===== src/rtl/button_press_decoder.sv =====
// Classifies a debounced button level into short-press, long-press and
// double-click pulses using one shared timer and a six-state FSM.
module button_press_decoder #(
   parameter int CLK_FREQ  = 50_000_000,
   parameter int LONG_MS   = 1000,
   parameter int DOUBLE_MS = 250
) (
   input  logic clk,
   input  logic rst,
   input  logic btn_level,
   output logic short_press,
   output logic long_press,
   output logic double_click,
   output logic busy
);

   localparam int LONG_COUNT   = (CLK_FREQ / 1000) * LONG_MS;
   localparam int DOUBLE_COUNT = (CLK_FREQ / 1000) * DOUBLE_MS;
   localparam int MAX_COUNT    = (LONG_COUNT > DOUBLE_COUNT) ? LONG_COUNT : DOUBLE_COUNT;
   localparam int CW           = $clog2(MAX_COUNT + 1);

   localparam logic [CW-1:0] LONG_LAST   = CW'(LONG_COUNT - 1);
   localparam logic [CW-1:0] DOUBLE_LAST = CW'(DOUBLE_COUNT - 1);

   typedef enum logic [2:0] {
      ARM,
      IDLE,
      PRESSED,
      LONG_HELD,
      WAIT_SECOND,
      SECOND_PRESSED
   } state_t;

   state_t        state_q, state_d;
   logic [CW-1:0] cnt_q, cnt_d;
   logic          short_q, short_d;
   logic          long_q, long_d;
   logic          double_q, double_d;
   logic          busy_q, busy_d;
   logic          event_active;

   // The cycle an event pulse is visible, IDLE refuses a new press.
   assign event_active = short_q | long_q | double_q;

   always_comb begin
      state_d  = state_q;
      cnt_d    = cnt_q;
      short_d  = 1'b0;
      long_d   = 1'b0;
      double_d = 1'b0;

      unique case (state_q)
         ARM: begin
            if (!btn_level) state_d = IDLE;
         end
         IDLE: begin
            if (btn_level && !event_active) begin
               state_d = PRESSED;
               cnt_d   = '0;
            end
         end
         PRESSED: begin
            if (!btn_level) begin
               state_d = WAIT_SECOND;
               cnt_d   = '0;
            end else if (cnt_q == LONG_LAST) begin
               state_d = LONG_HELD;
               long_d  = 1'b1;
            end else begin
               cnt_d = cnt_q + 1'b1;
            end
         end
         LONG_HELD: begin
            if (!btn_level) state_d = IDLE;
         end
         WAIT_SECOND: begin
            // A press on the timeout edge still counts as the second click.
            if (btn_level) begin
               state_d = SECOND_PRESSED;
            end else if (cnt_q == DOUBLE_LAST) begin
               state_d = IDLE;
               short_d = 1'b1;
            end else begin
               cnt_d = cnt_q + 1'b1;
            end
         end
         SECOND_PRESSED: begin
            if (!btn_level) begin
               state_d  = IDLE;
               double_d = 1'b1;
            end
         end
         default: state_d = ARM;
      endcase

      busy_d = (state_d == PRESSED) || (state_d == LONG_HELD) ||
               (state_d == WAIT_SECOND) || (state_d == SECOND_PRESSED);
   end

   always_ff @(posedge clk or posedge rst) begin
      if (rst) begin
         state_q  <= ARM;
         cnt_q    <= '0;
         short_q  <= 1'b0;
         long_q   <= 1'b0;
         double_q <= 1'b0;
         busy_q   <= 1'b0;
      end else begin
         state_q  <= state_d;
         cnt_q    <= cnt_d;
         short_q  <= short_d;
         long_q   <= long_d;
         double_q <= double_d;
         busy_q   <= busy_d;
      end
   end

   assign short_press  = short_q;
   assign long_press   = long_q;
   assign double_click = double_q;
   assign busy         = busy_q;

endmodule


===== config.mk =====
export PLATFORM = sky130hd
export DESIGN_NAME = button_press_decoder
export DESIGN_NICKNAME = d
export VERILOG_FILES = /design/src/rtl/button_press_decoder.sv
export SDC_FILE = /design/constraint.sdc
export NUM_CORES = 1
export LEC_CHECK = 0
export ABC_AREA = 1
export ABC_CLOCK_PERIOD_IN_PS = 1580
export BUFFER_PORTS_ARGS = -buffer_cell sky130_fd_sc_hd__buf_4
export CORE_ASPECT_RATIO = 1.2
export CORE_UTILIZATION = 57
export DETAILED_ROUTE_END_ITERATION = 16
export GPL_ROUTABILITY_DRIVEN = 1
export PLACE_DENSITY_LB_ADDON = 0.3
export SLEW_MARGIN = 10
export SYNTH_ARGS = -nofsm -noshare
export SYNTH_HDL_FRONTEND = slang
export SYNTH_SLANG_ARGS = --single-unit

===== constraint.sdc =====
create_clock -name clk -period 1.58 [get_ports clk]
set_input_delay 0.316 -clock clk [delete_from_list [all_inputs] [get_ports clk]]
set_output_delay 0.316 -clock clk [all_outputs]
set_load 0.1 [all_outputs]

==> run metrics, run 1 <==
DIE WIDTH 62.8 um; Final #Nets 492; number of global-route vias before repair 2907; Clk Latency, worst-skew pair 300 ps; IO Pins 7; Commonest cells post-synth nand2_1 (181), nor2_1 (51), nand3_1 (45); crit path from cnt_q[18]; First-pass DRT Iterations 9; TritonCTS clock tree built; CP Class reg2reg; dpl hpwl 5.36 mm; yosys warns 0; Layout Cells excl Fill 545; row cnt 26; worst path arrival time 2010 ps; worst rel slew slack 78.9%; max cap viols 0; number of synthesized register bits 33; register share of total power 22.2%; Main synth FF type dfrtp_1; Initial Util 59.3%; fill count 271; Die Area 4710 um2; syn_nets 419; Final min period 1780 ps; endpoint class of the critical path flop; post-synthesis sequential area ratio 32.7%; clock buffer depth 2; Pwr Density 1290 nW/um2; CP cell instances nand2_1, nor2_1, nand2_1, nor2_2, nand2_2, nand2_8, nand2_8, nand2_8, nand2_1, nand2_2; Sw Share 52.0%; fmax 563 MHz; post-synth top area share 32.7%; setup ws final -197 ps; first-pass GRT wire length 13.8 mm; height of the die 74.9 um; Core ar. 4260 um2; failing checks negative setup slack; storage element area 841 um2; cell family with most CP delay simple AND/OR/NAND/NOR gates; Fin. Hold Viols 0; clock skew 11.8 ps; most numerous cell in the Yosys netlist nand2_1; min-delay worst type in2async; Placer Congestion 1.01; CP max-delay cell dfrtp_1; synthesized instance count 415; Final Cycle Share 112%; cell count after placement 524; largest stage delay on the critical path 410 ps; Leak Pwr 0.00164 uW; Vias per Instance 6.10; # DRC 0; Routed WL per cell 17.7 um; Int Power 2140 uW; initial antenna violation count 0; Worst Path Required 1820 ps; Total GRT Usage 38.9%; Netlist Area Pre-Place 2530 um2; Port Buf Inserts 6; Crit path buffers/inverters 0; ANT nets after route 0; initial DRC count 487; pre-CTS setup slack -349 ps; origin of the critical flop-to-flop path cnt_q[18]; CTS Sinks 33; Clock Power Share 14.6%; Slew @ Worst Pin 315 ps; Synth area leader dfrtp_1; ANT cells 0; final wirelength 9.65 mm; Worst-path clk slew 80 ps; VDD IR max 0.687 mV; number of library cell types mapped by synthesis 31; startpoint types flop; CTS Buf Count 5; Final Max Tran Viols 0; fin util 81.5%; EDFF count, synth 0; Vias 3326; overflow left after global routing 0; Hold-fix buffers, CTS 0; Post-synth ARST share 100%; RSZ-0062 raised after global routing true; Area contributors post-synth dfrtp_1 (33%), nand2_1 (27%), nand3_1 (8.9%); Multi-input gate area 1780 um2; endpoints failing setup 29; layout cells sized above 1 31.9%; H-Tree Depth 2; status finished, violations left; P_sw 2320 uW; CTS root buffer clkbuf_8; worst-path fanout max 7; Avg Inst Size Synth 6.09 um2; combinational share of power 63.2%; area delta synth->final 37.4%; largest net degree at the start of global routing 24
-- worst reg2reg max path, delay by kind of cell, from the launching register on --
kind | cells | cell delay (ps)
flops | 1 | 410
simple gates | 10 | 1320
-- metal layers --
layer / routed length, um / part of all wire, % / up-vias / track usage [%]
met3: 1080 / 11 / 102 / 10.0
met1: 3260 / 34 / 1453 / 42.0
met5: 0 / 0 / - / 0
li1: - / - / 1476 / -
met4: 814 / 8.4 / 0 / 26.9
met2: 4490 / 47 / 295 / 68.1
-- cell type report --
| type | instances | share of cell area, % |
|---|---|---|
| multi-input cells | 343 | 51.2 |
| flip-flops and latches | 33 | 24.2 |
| repair buffers | 73 | 16.6 |
| inverters | 32 | 3.57 |
| clock buffers | 6 | 2.09 |
| well taps | 56 | 2.02 |
| clock inverters | 2 | 0.288 |
-- registers in the layout (all words and copies together), names as in the netlist --
register	flops
double_click	1
state_q	3
cnt_q	26
busy	1
long_press	1
short_press	1
-- layout by cell type, fill, tap and decap left out, types with 4 or more instances in the layout --
master / instances
xor2_1: 4
nand2_4: 6
nand2_2: 29
nand3_1: 45
clkbuf_8: 5
nor2_2: 16
inv_1: 28
nand2_1: 150
buf_6: 6
dfrtp_1: 27
nand4_1: 16
buf_4: 66
nor2_1: 35
nand2_8: 4
o21ai_0: 10
-- power groups by stage --
| stage | Sequential, uW | Clock (uW) | Combinational (uW) |
|---|---|---|---|
| after floorplan | 1150 | 0 | 1130 |
| after global placement | 997 | 0 | 1550 |
| after detailed placement | 999 | 0 | 1570 |
| after CTS | 987 | 651 | 2340 |
| after global routing | 1000 | 681 | 2860 |
| final | 993 | 650 | 2820 |
-- cells by family after synthesis --
| logic type | count (synthesis) | synth area share (%) |
|---|---|---|
| flops | 33 | 32.7 |
| simple gates | 310 | 52.1 |
| compound gates | 23 | 5.49 |
| fa+ha+maj | 1 | 0.495 |
| xor+xnor | 5 | 1.73 |
| buf+inv | 43 | 7.52 |
-- metrics by stage --
stage | power (uW) | hold WS (ps) | instance area [um2] | TNS (ps)
after floorplan | 2280 | 445 | 2570 | -1610
after global placement | 2540 | 370 | 3050 | -6150
after detailed placement | 2570 | 399 | 3050 | -7150
after CTS | 3980 | 85.5 | 3330 | -1260
after global routing | 4550 | 98.8 | 3470 | -5640
final | 4460 | 94.7 | 3470 | -4250
-- path summary, 6_finish.rpt --
check | to | slack (ps) | depth (start not counted)
max | cnt_q[14] | -200 | 10
min | cnt_q[15] | 90 | 3
max reg2reg | cnt_q[14] | -200 | 10
min reg2reg | cnt_q[19] | 550 | 2
max in group asynchronous | short_press | 1250 | 3
min in group clk | double_click | 270 | 2
-- what timing repair did --
action | 4_1_cts | 5_1_grt
resized for setup | 32 | 43
setup buffers | 7 | 2
gates cloned | 3 | 1
pin swaps | 13 | 15
endpoints found under the setup margin | 27 | 27
No activity file was read; power rests on OpenSTA's default activity.
==> run 2: changes to the inputs <==
CELL_PAD_IN_SITES_DETAIL_PLACEMENT = 0   (was default)
CELL_PAD_IN_SITES_GLOBAL_PLACEMENT = 2   (was default)
CORE_UTILIZATION = 31   (was 57)
==> run 2 against run 1 <==
  * The run ends with design-rule violations, negative setup slack left
  * Register-to-register slack hardly changed
  * Maximum frequency increased by 0.79%
  * Utilization down 32 points
  * Non-clock buffer count rose by 31
  * Clock power rose by 15%
==> run metrics, run 2 (synthesized netlist as in run 1, its figures left out) <==
initial DRC count 180; commonest non-fill, non-tap cell in the layout nand2_1; Placer Congestion 0.879; Leak Pwr 0.00181 uW; IO Pins 7; Final Max Tran Viols 0; CTS Buf Count 5; TritonCTS clock tree built; Total GRT Usage 24.5%; cell count after placement 577; RSZ-0062 raised after global routing true; largest net degree at the start of global routing 34; final wirelength 9.59 mm; H-Tree Depth 2; Clk Latency, worst-skew pair 300 ps; worst path arrival time 1950 ps; worst-path fanout max 4; row cnt 35; CTS root buffer clkbuf_8; worst rel slew slack 78.2%; status finished, violations left; CTS Sinks 33; Final Cycle Share 112%; Initial Util 32.4%; Vias per Instance 5.01; Layout Cells excl Fill 611; Fin. Hold Viols 0; Routed WL per cell 15.7 um; VDD IR max 0.766 mV; Final min period 1760 ps; first-pass GRT wire length 16.0 mm; ANT nets after route 0; Worst Path Required 1770 ps; dpl hpwl 6.32 mm; max cap viols 0; Worst-path clk slew 80 ps; startpoint types flop; clock buffer depth 2; Port Buf Inserts 6; min-delay worst type in2async; number of global-route vias before repair 3196; Slew @ Worst Pin 326 ps; area delta synth->final 51.9%; hold slack final 64.9 ps; Pwr Density 1260 nW/um2; endpoint class of the critical path flop; layout cells sized above 1 37.6%; Final #Nets 522; Top reg by flops cnt_q; Die Area 8520 um2; CP Class reg2reg; setup ws final -183 ps; fmax 567 MHz; Core ar. 7790 um2; Area after DPL 3230 um2; Vias 3059; # DRC 4; failing checks design-rule violations, negative setup slack; height of the die 101 um; ANT cells 0; First-pass DRT Iterations 10; initial antenna violation count 0; most frequent cells in the layout nand2_1 (147), buf_4 (90), nand3_1 (43); Finished Cell Area 3840 um2; max reg flops 26; overflow left after global routing 0; clock skew 4.92 ps; endpoints failing setup 28; biggest regs cnt_q x26, state_q x3; DIE WIDTH 84.4 um; Hold-fix buffers, CTS 0
[run 2: cell types whose count changed in the layout (fill, tap and decap cells not counted), moves of 3 or more]
cell | previous run | this run
nand2_4 | 6 | 3
buf_6 | 6 | 11
buf_4 | 66 | 90
buf_12 | 0 | 3
nand2_2 | 29 | 34
nand2_1 | 150 | 147
[run 2: what timing repair did]
| action | CTS | global route |
|---|---|---|
| gates cloned | 3 | 0 |
| pin swaps | 20 | 13 |
| buffers inserted | 26 | 4 |
| resized for setup | 56 | 31 |
| endpoints found under the setup margin | 28 | 29 |
[run 2: path summary, 6_finish.rpt]
| kind | from | endpoint | slack, ps | cells after the start |
|---|---|---|---|---|
| worst max-delay path | cnt_q[9] | cnt_q[2] | -180 | 11 |
| worst min-delay path | rst | cnt_q[19] | 60 | 3 |
| worst max register to register | cnt_q[9] | cnt_q[2] | -180 | 11 |
| worst min register to register | cnt_q[19] | cnt_q[19] | 560 | 2 |
| max in group asynchronous | rst | short_press | 1310 | 3 |
| min in group clk | btn_level | short_press | 320 | 3 |
[run 2: area by class of cell]
type / count / area [um2]
sequential: 33 / 843
tap: 92 / 115
inverter: 32 / 134
multi-input combinational: 342 / 1790
clock buffer: 7 / 96.3
timing repair buffer: 104 / 860
clock inverter: 1 / 5.00
fill: 798 / 3960
[run 2: power by group]
group          switching, uW  total [uW]  internal (uW)
combinational           1910        3110           1200
sequential              69.2         994            925
clock                    354         748            395
total                   2330        4850           2520
[run 2: per-stage QoR]
stage          util (%)  total power, uW  TNS (ps)  worst slack (ps)
6_report           49.3             4850     -3640              -183
5_1_grt            49.3             5070     -6000              -281
4_1_cts            48.4             4770     -2090              -139
3_5_place_dp       41.5             2860     -8470              -359
3_3_place_gp       41.5             2870     -8000              -345
2_1_floorplan         -             2280     -1610             -73.8
[run 2: layer usage]
layer	share of wire (%)	track usage, %	wire length, um
met5	0	0	0
met4	2.6	9.52	254
met3	4.8	3.44	462
met2	50	45.4	4760
met1	43	28.7	4110
[run 2: worst max-delay path, stage by stage (launching register included)]
cell and delay, ps:
dfrtp_1 370, or2_1 230, nor2_2 130, nand2_1 90
nor2_2 150, nand2_2 80, nand2_4 110, buf_6 130
nand2_8 90, buf_6 130, o211ai_1 70, nand2_1 60
